[config.mk]
export PLATFORM = sky130hd
export DESIGN_NAME = gpio_input_port
export DESIGN_NICKNAME = d
export VERILOG_FILES = /design/src/rtl/gpio_input_port.sv
export SDC_FILE = /design/constraint.sdc
export NUM_CORES = 1
export LEC_CHECK = 0
export BUFFER_PORTS_ARGS = -buffer_cell sky130_fd_sc_hd__buf_2
export CAP_MARGIN = 20
export CORE_ASPECT_RATIO = 1.2
export CORE_MARGIN = 1
export CORE_UTILIZATION = 65
export CTS_BUF_LIST = sky130_fd_sc_hd__clkbuf_4 sky130_fd_sc_hd__clkbuf_8
export CTS_CLUSTER_DIAMETER = 50
export DETAILED_ROUTE_END_ITERATION = 8
export GPL_ROUTABILITY_DRIVEN = 0
export PLACE_DENSITY = 0.89
export SETUP_SLACK_MARGIN = 0.4
export SLEW_MARGIN = 0
export SYNTH_ARGS = -nofsm -noshare
export SYNTH_HDL_FRONTEND = slang
export SYNTH_SLANG_ARGS = --single-unit
export TNS_END_PERCENT = 100
[constraint.sdc]
create_clock -name clk -period 14.08 [get_ports clk]
set_clock_uncertainty 0.15 [all_clocks]
set_input_delay 1.408 -clock clk [delete_from_list [all_inputs] [get_ports clk]]
set_output_delay 1.408 -clock clk [all_outputs]
set_load 0.02 [all_outputs]
[src/rtl/gpio_input_port.sv]
// Memory-mapped debounced GPIO input port with sticky edge events, mask, irq and edge counter.
// Optional FALLING_EDGE_EN: falling edges also qualify as events and count.
module gpio_input_port #(
  parameter int CHANNELS        = 8,
  parameter int DATA_W          = 16,
  parameter int DEBOUNCE_CYCLES = 4,
  parameter int CNT_W           = 8
) (
  input  logic                clk,
  input  logic                rst,
  input  logic [CHANNELS-1:0] in_raw,
  input  logic [1:0]          cpu_addr,
  input  logic                cpu_rd,
  input  logic                cpu_wr,
  input  logic [DATA_W-1:0]   cpu_wdata,
  output logic [DATA_W-1:0]   cpu_rdata,
  output logic                irq
);

  localparam logic [CNT_W-1:0] DB_LAST = CNT_W'(DEBOUNCE_CYCLES - 1);

  logic [CHANNELS-1:0] sync1_q, sync2_q;
  logic [CHANNELS-1:0] lvl_q, lvl_d;
  logic [CNT_W-1:0]    dbc_q [CHANNELS];
  logic [CNT_W-1:0]    dbc_d [CHANNELS];
  logic [CHANNELS-1:0] evt_q, evt_d;
  logic [CHANNELS-1:0] mask_q, mask_d;
  logic [DATA_W-1:0]   count_q, count_d;
  logic [DATA_W-1:0]   rdata_q, rdata_d;

  logic [CHANNELS-1:0] edge_hit;
  logic [CHANNELS-1:0] w1c;
  logic [DATA_W-1:0]   edge_cnt;
  logic [DATA_W-1:0]   lvl_x, evt_x, mask_x;
  logic                wr_evt, wr_mask, wr_cnt;

  // counter runs only while the synced pin disagrees with the accepted level
  always_comb begin
    lvl_d = lvl_q;
    for (int i = 0; i < CHANNELS; i++) begin
      dbc_d[i] = '0;
      if (sync2_q[i] != lvl_q[i]) begin
        if (dbc_q[i] == DB_LAST) begin
          lvl_d[i] = sync2_q[i];
        end else begin
          dbc_d[i] = dbc_q[i] + CNT_W'(1);
        end
      end
    end
  end

  always_comb begin
`ifdef FALLING_EDGE_EN
    edge_hit = lvl_d ^ lvl_q;
`else
    edge_hit = lvl_d & ~lvl_q;
`endif
    edge_cnt = '0;
    for (int i = 0; i < CHANNELS; i++) begin
      edge_cnt = edge_cnt + DATA_W'(edge_hit[i]);
    end
  end

  always_comb begin
    wr_evt  = cpu_wr && (cpu_addr == 2'd1);
    wr_mask = cpu_wr && (cpu_addr == 2'd2);
    wr_cnt  = cpu_wr && (cpu_addr == 2'd3);
    w1c     = wr_evt ? cpu_wdata[CHANNELS-1:0] : '0;
    evt_d   = (evt_q & ~w1c) | edge_hit;
    mask_d  = wr_mask ? cpu_wdata[CHANNELS-1:0] : mask_q;
    count_d = wr_cnt ? cpu_wdata : count_q + edge_cnt;
  end

  always_comb begin
    lvl_x  = '0;
    evt_x  = '0;
    mask_x = '0;
    lvl_x[CHANNELS-1:0]  = lvl_q;
    evt_x[CHANNELS-1:0]  = evt_q;
    mask_x[CHANNELS-1:0] = mask_q;
    rdata_d = rdata_q;
    if (cpu_rd) begin
      unique case (cpu_addr)
        2'd0: rdata_d = lvl_x;
        2'd1: rdata_d = evt_x;
        2'd2: rdata_d = mask_x;
        2'd3: rdata_d = count_q;
      endcase
    end
  end

  always_ff @(posedge clk or negedge rst) begin
    if (!rst) begin
      sync1_q <= '0;
      sync2_q <= '0;
      lvl_q   <= '0;
      evt_q   <= '0;
      mask_q  <= '0;
      count_q <= '0;
      rdata_q <= '0;
      for (int i = 0; i < CHANNELS; i++) begin
        dbc_q[i] <= '0;
      end
    end else begin
      sync1_q <= in_raw;
      sync2_q <= sync1_q;
      lvl_q   <= lvl_d;
      evt_q   <= evt_d;
      mask_q  <= mask_d;
      count_q <= count_d;
      rdata_q <= rdata_d;
      for (int i = 0; i < CHANNELS; i++) begin
        dbc_q[i] <= dbc_d[i];
      end
    end
  end

  assign cpu_rdata = rdata_q;
  assign irq       = |(evt_q & mask_q);

endmodule
# Yosys cells after proc, flatten, opt, wreduce, memory -nomap -nowiden
# Index checks and enable logic that the tools add are counted.
word_totals:
  wordCells: 96
  register_bits: 136
op_classes:
  n_eq_ne: 19
  add_sub_neg: 16
  bitwise: 6
  reduce_logical: 5
  mux: 35
op_table:
  columns: ["op", "n"]
  rows:
  - ["$mux W8", 17]
  - ["$add A8 B1 Y8 const B", 8]
  - ["$eq A8 B2 Y1 const B", 8]
  - ["$pmux W16 S4", 1]
  - ["$and A8 B8 Y8", 3]
  - ["$add A16 B8 Y16", 1]
  - ["$mux W1", 16]
  - ["$mux W16", 1]
  - ["$not A8 Y8", 2]
  - ["$add A7 B1 Y8", 1]
  - ["$ne A1 B1 Y1", 8]
  - ["$or A8 B8 Y8", 1]
  - ["$reduce_or A8 Y1", 1]
  - ["$add A6 B1 Y7", 1]
  - ["$add A5 B1 Y6", 1]
  - ["$add A4 B1 Y5", 1]
  - ["$add A3 B1 Y4", 1]
  - ["$eq A2 B2 Y1 const B", 2]
  - ["$add A2 B1 Y3", 1]
  - ["$logic_and A1 B1 Y1", 3]
  - ["$add A1 B1 Y2", 1]
  - ["$eq A2 B1 Y1 const B", 1]
  - ["$logic_not A2 Y1", 1]

# Logic depth before layout (Yosys ltp)
depth:
  word_depth: 13
  mapped_depth: 16
  mapped_depth_nobuf: 16

# Worst setup path after synthesis
# No wires, ideal clock.
synth_timing:
  path_type: "reg2reg"
  start: "register dbc_q[58] (netlist name)"
  end: "register count_q[12]"
  path_slack_ps: 9635
  path_buffers: 0
  arrival_ps: 4158
  setup_time_ps: 137
  required_time_ps: 13793
  path_stages_with_launch: 17
  period_less_slack_ps: 4445
  cell_sequence: "dfrtp_1 -> nor4_1 -> nand3_1 -> nor3b_1 -> fa_1 -> inv_1 -> fa_1 -> inv_1 -> fa_1 -> fa_1 -> inv_1 -> fa_1 -> nor2b_1 -> o21ai_1 -> a2111oi_0 -> xnor2_1 -> a21oi_1"
synth_between:
  elab_chain_cells: 13
synth_rtl:
  columns: ["element", "line_no", "source"]
  rows:
  - ["start, declared", "24", "logic [CNT_W-1:0] dbc_q [CHANNELS];"]
  - ["start signal, assigned by index", "113", "dbc_q[i] <= dbc_d[i];"]
  - ["$eq A8 B2 Y1", "43", "if (dbc_q[i] == DB_LAST) begin"]
  - ["$mux W1", "43", null]
  - ["$mux W1", "42", "if (sync2_q[i] != lvl_q[i]) begin"]
  - ["$and A8 B8 Y8", "56", "edge_hit = lvl_d & ~lvl_q;"]
  - ["$add A1 B1 Y2", "60", "edge_cnt = edge_cnt + DATA_W'(edge_hit[i]);"]
  - ["$add A2 B1 Y3", "60", null]
  - ["$add A3 B1 Y4", "60", null]
  - ["$add A4 B1 Y5", "60", null]
  - ["$add A5 B1 Y6", "60", null]
  - ["$add A6 B1 Y7", "60", null]
  - ["$add A7 B1 Y8", "60", null]
  - ["$add A16 B8 Y16", "71", "count_d = wr_cnt ? cpu_wdata : count_q + edge_cnt;"]
  - ["$mux W16", "71", null]
  - ["named net count_d[12]", "28", "logic [DATA_W-1:0] count_q, count_d;"]
  - ["end signal, assigned", "110", "count_q <= count_d;"]
  - ["end, declared", "28", null]
# The timed path passes the listed nets, and every way through them passes these cells.
# A chain may end at the register's enable or synchronous reset.

# Worst setup path in the final report
# Same ends and word-level chain as after synthesis.

==> qor.csv <==
metric,value,unit
power_density,173,nW/um^2
path_class,reg2reg,
drt-pass1-iter-count,6,
port_buffers,46,
antenna_cells,0,
period_minus_slack,5.16,ns
stdcell_area,6950,sq um
drt_wl_total,13600,um
layout_commonest_cell,dfrtp_1,
yosys_warnings,0,
status,"finished, final reports clean",
cts_tree,yes,
io_pins,47,
max_cap_violations,0,
grt.total_usage,29.2,%
netlist_top_cells_area,"dfrtp_1 (55%), xor2_1 (6.5%), nor2_1 (4.6%)",
timing.fmax,194,MHz
cts_max_path_buffers,2,
grt_pass1_vias,4498,
placed_cell_area,6500,sq um
ys_seq_elements,136,
drt_iter0_drc,344,
rr_worst_depth,16,
worstHoldStart,sync1_q[4],
r2r-end,count_q[12],
max_slew_margin,57.7,%
fin_total_pwr,1200,uW
area_growth,12.8,%
synth_edf_count,0,
dp.cells,695,
drtAntennaViolNets,0,
dp_hpwl,8480,um
crit_arrival,5.33,ns
synth.distinct_cells,42,
nets,645,
crit_top_cell,fa_1,
synth_top_area_share,55.3,%
fin_util,76.1,%
async_reset_ff_share,100,%
critPathMaxStageDelay,0.63,ns
vias,4359,
drive_gt1_share,19.4,%
htree_num_levels,4,
synth_area,6160,sq um
remaining_drc_errors,0,
grt_pass1_wl,21800,um
rsz0062_at_grt,no,
min_path_cells,0,
min_period_over_period,36.7,%
wl_per_cell,18.7,um
grt_max_degree,93,
most-common-layout-cells,"dfrtp_1 (136), nor2_1 (76), xor2_1 (46)",
holdBufCountCts,0,
p_leak,0.00328,uW
post-cts-setup-buffer-count,0,
cts_sinks,136,
numCtsBuffers,17,
dieHeight,109,um
critical-path-slowest-cell,fa_1,
ir_drop,0.0000924,V
ctsResizeCount,0,
rows,38,
hold_end,sync2_q[4],
clk_latency,0.43,ns
r2r_slack,8.92,ns
core,9130,sq um
dieArea,9870,sq um
syn_area_per_cell,11.5,sq um
ys_seq_area_share,55.3,%
clock_tree.root_cell,clkbuf_8,
clkSlewWorstSetupHoldPaths,0.07,ns
path_max_fanout,6,
tightest_slew,0.633,ns
die_x,90.8,um
antenna_found_initial,0,
synth-main-ff-cell,dfrtp_1,
gr-total-overflow,0,
stdcell_count,729,
finalSetupViolCount,0,
syn_nets,586,
start_util,67.4,%
r2r-start,dbc_q[58],
cp_data_required_time,14.25,ns
worstHoldPathType,reg2reg,
vias_per_cell,5.98,
slew_violations,0,
synth_largest_area_cell,dfrtp_1,
setup_tns,0,ns
crit_chain,"nor4_1, nand3_1, nor3b_1, fa_1, inv_1, fa_1, inv_1, fa_1, fa_1, inv_1, fa_1, nor2b_1, o21ai_1, a2111oi_0, xnor2_1, a21oi_1",
endpoint_kind,flop,
finalHoldViolCount,0,
start_kind,flop,
post_synth_inst_count,537,
-- worst max path at each step --
stage / from / to / slack (ns)
6_report: dbc_q[58] / count_q[12] / 8.92
5_1_grt: dbc_q[58] / count_q[12] / 8.63
4_1_cts: dbc_q[58] / count_q[12] / 8.97
3_5_place_dp: dbc_q[58] / count_q[12] / 9.09
3_3_place_gp: dbc_q[58] / count_q[12] / 9.38
2_1_floorplan: dbc_q[58] / count_q[12] / 9.64
-- report_power, final --
part	internal (uW)	switching (uW)	total, uW
Clock	181	144	325
Combinational	138	178	316
Sequential	474	86.1	560
-- state kept, by name (all words and copies together) (netlist names) --
| register | count |
|---|---|
| count_q | 16 |
| cpu_rdata | 16 |
| dbc_q | 64 |
| evt_q | 8 |
| lvl_q | 8 |
| mask_q | 8 |
| sync1_q | 8 |
| sync2_q | 8 |
-- metrics by stage --
step | setup WS, ns | hold slack [ns]
after CTS | 8.97 | 0.205
after global placement | 9.38 | 0.185
final | 8.92 | 0.203
after global routing | 8.63 | 0.221
after detailed placement | 9.09 | 0.191
after floorplan | 9.64 | 0.181
-- kinds of logic after synthesis --
kind of cell | Yosys count | synth area share (%)
adders and majority gates | 19 | 4.47
and+or+nand+nor | 211 | 16.8
xor gates and xnor gates | 70 | 9.96
DFF | 136 | 55.3
AOI/OAI and AO/OA | 44 | 4.41
buffers and inverters | 24 | 1.61
muxes | 33 | 7.50
-- critical path: cells and delay by family, from the launching register on --
kind / cells / cell delay, ns
flops: 1 / 0.43
simple gates: 4 / 1.10
xor+xnor: 1 / 0.18
compound gates: 3 / 0.86
fa+ha+maj: 5 / 2.09
buf+inv: 3 / 0.24
-- cells in the mapped netlist (2+ instances only) --
| cell | number |
|---|---|
| nor2b_1 | 2 |
| and3_1 | 19 |
| a22oi_1 | 4 |
| xnor2_1 | 24 |
| a21o_1 | 7 |
| mux4_2 | 8 |
| xor2_1 | 46 |
| nand4_1 | 2 |
| nor3_1 | 4 |
| and2_1 | 2 |
| a21oi_1 | 18 |
| nand3_1 | 42 |
| a211oi_1 | 3 |
| ha_1 | 14 |
| fa_1 | 5 |
| nor4b_1 | 5 |
| o22ai_1 | 8 |
| nor3b_1 | 7 |
| and3_2 | 2 |
| nor4_1 | 4 |
| nand2_1 | 38 |
| inv_1 | 15 |
| mux2_2 | 24 |
| clkbuf_1 | 6 |
| dfrtp_1 | 136 |
| nor2_1 | 76 |
-- cell type report --
type / count / area [sq um]
multi-input combinational: 377 / 2660
timing repair buffer: 49 / 275
inverter: 15 / 56.3
fill: 567 / 2180
tap: 120 / 150
sequential: 136 / 3400
clock inverter: 8 / 93.8
clock buffer: 24 / 312
-- layer usage --
layer	vias up	part of all wire [%]	track usage, %
met5	-	0	0
met2	136	52	49.5
met4	0	4.2	17.0
met3	45	3.7	6.69
met1	2197	41	34.7
li1	1981	-	-
(Power assumes the default switching activity.)
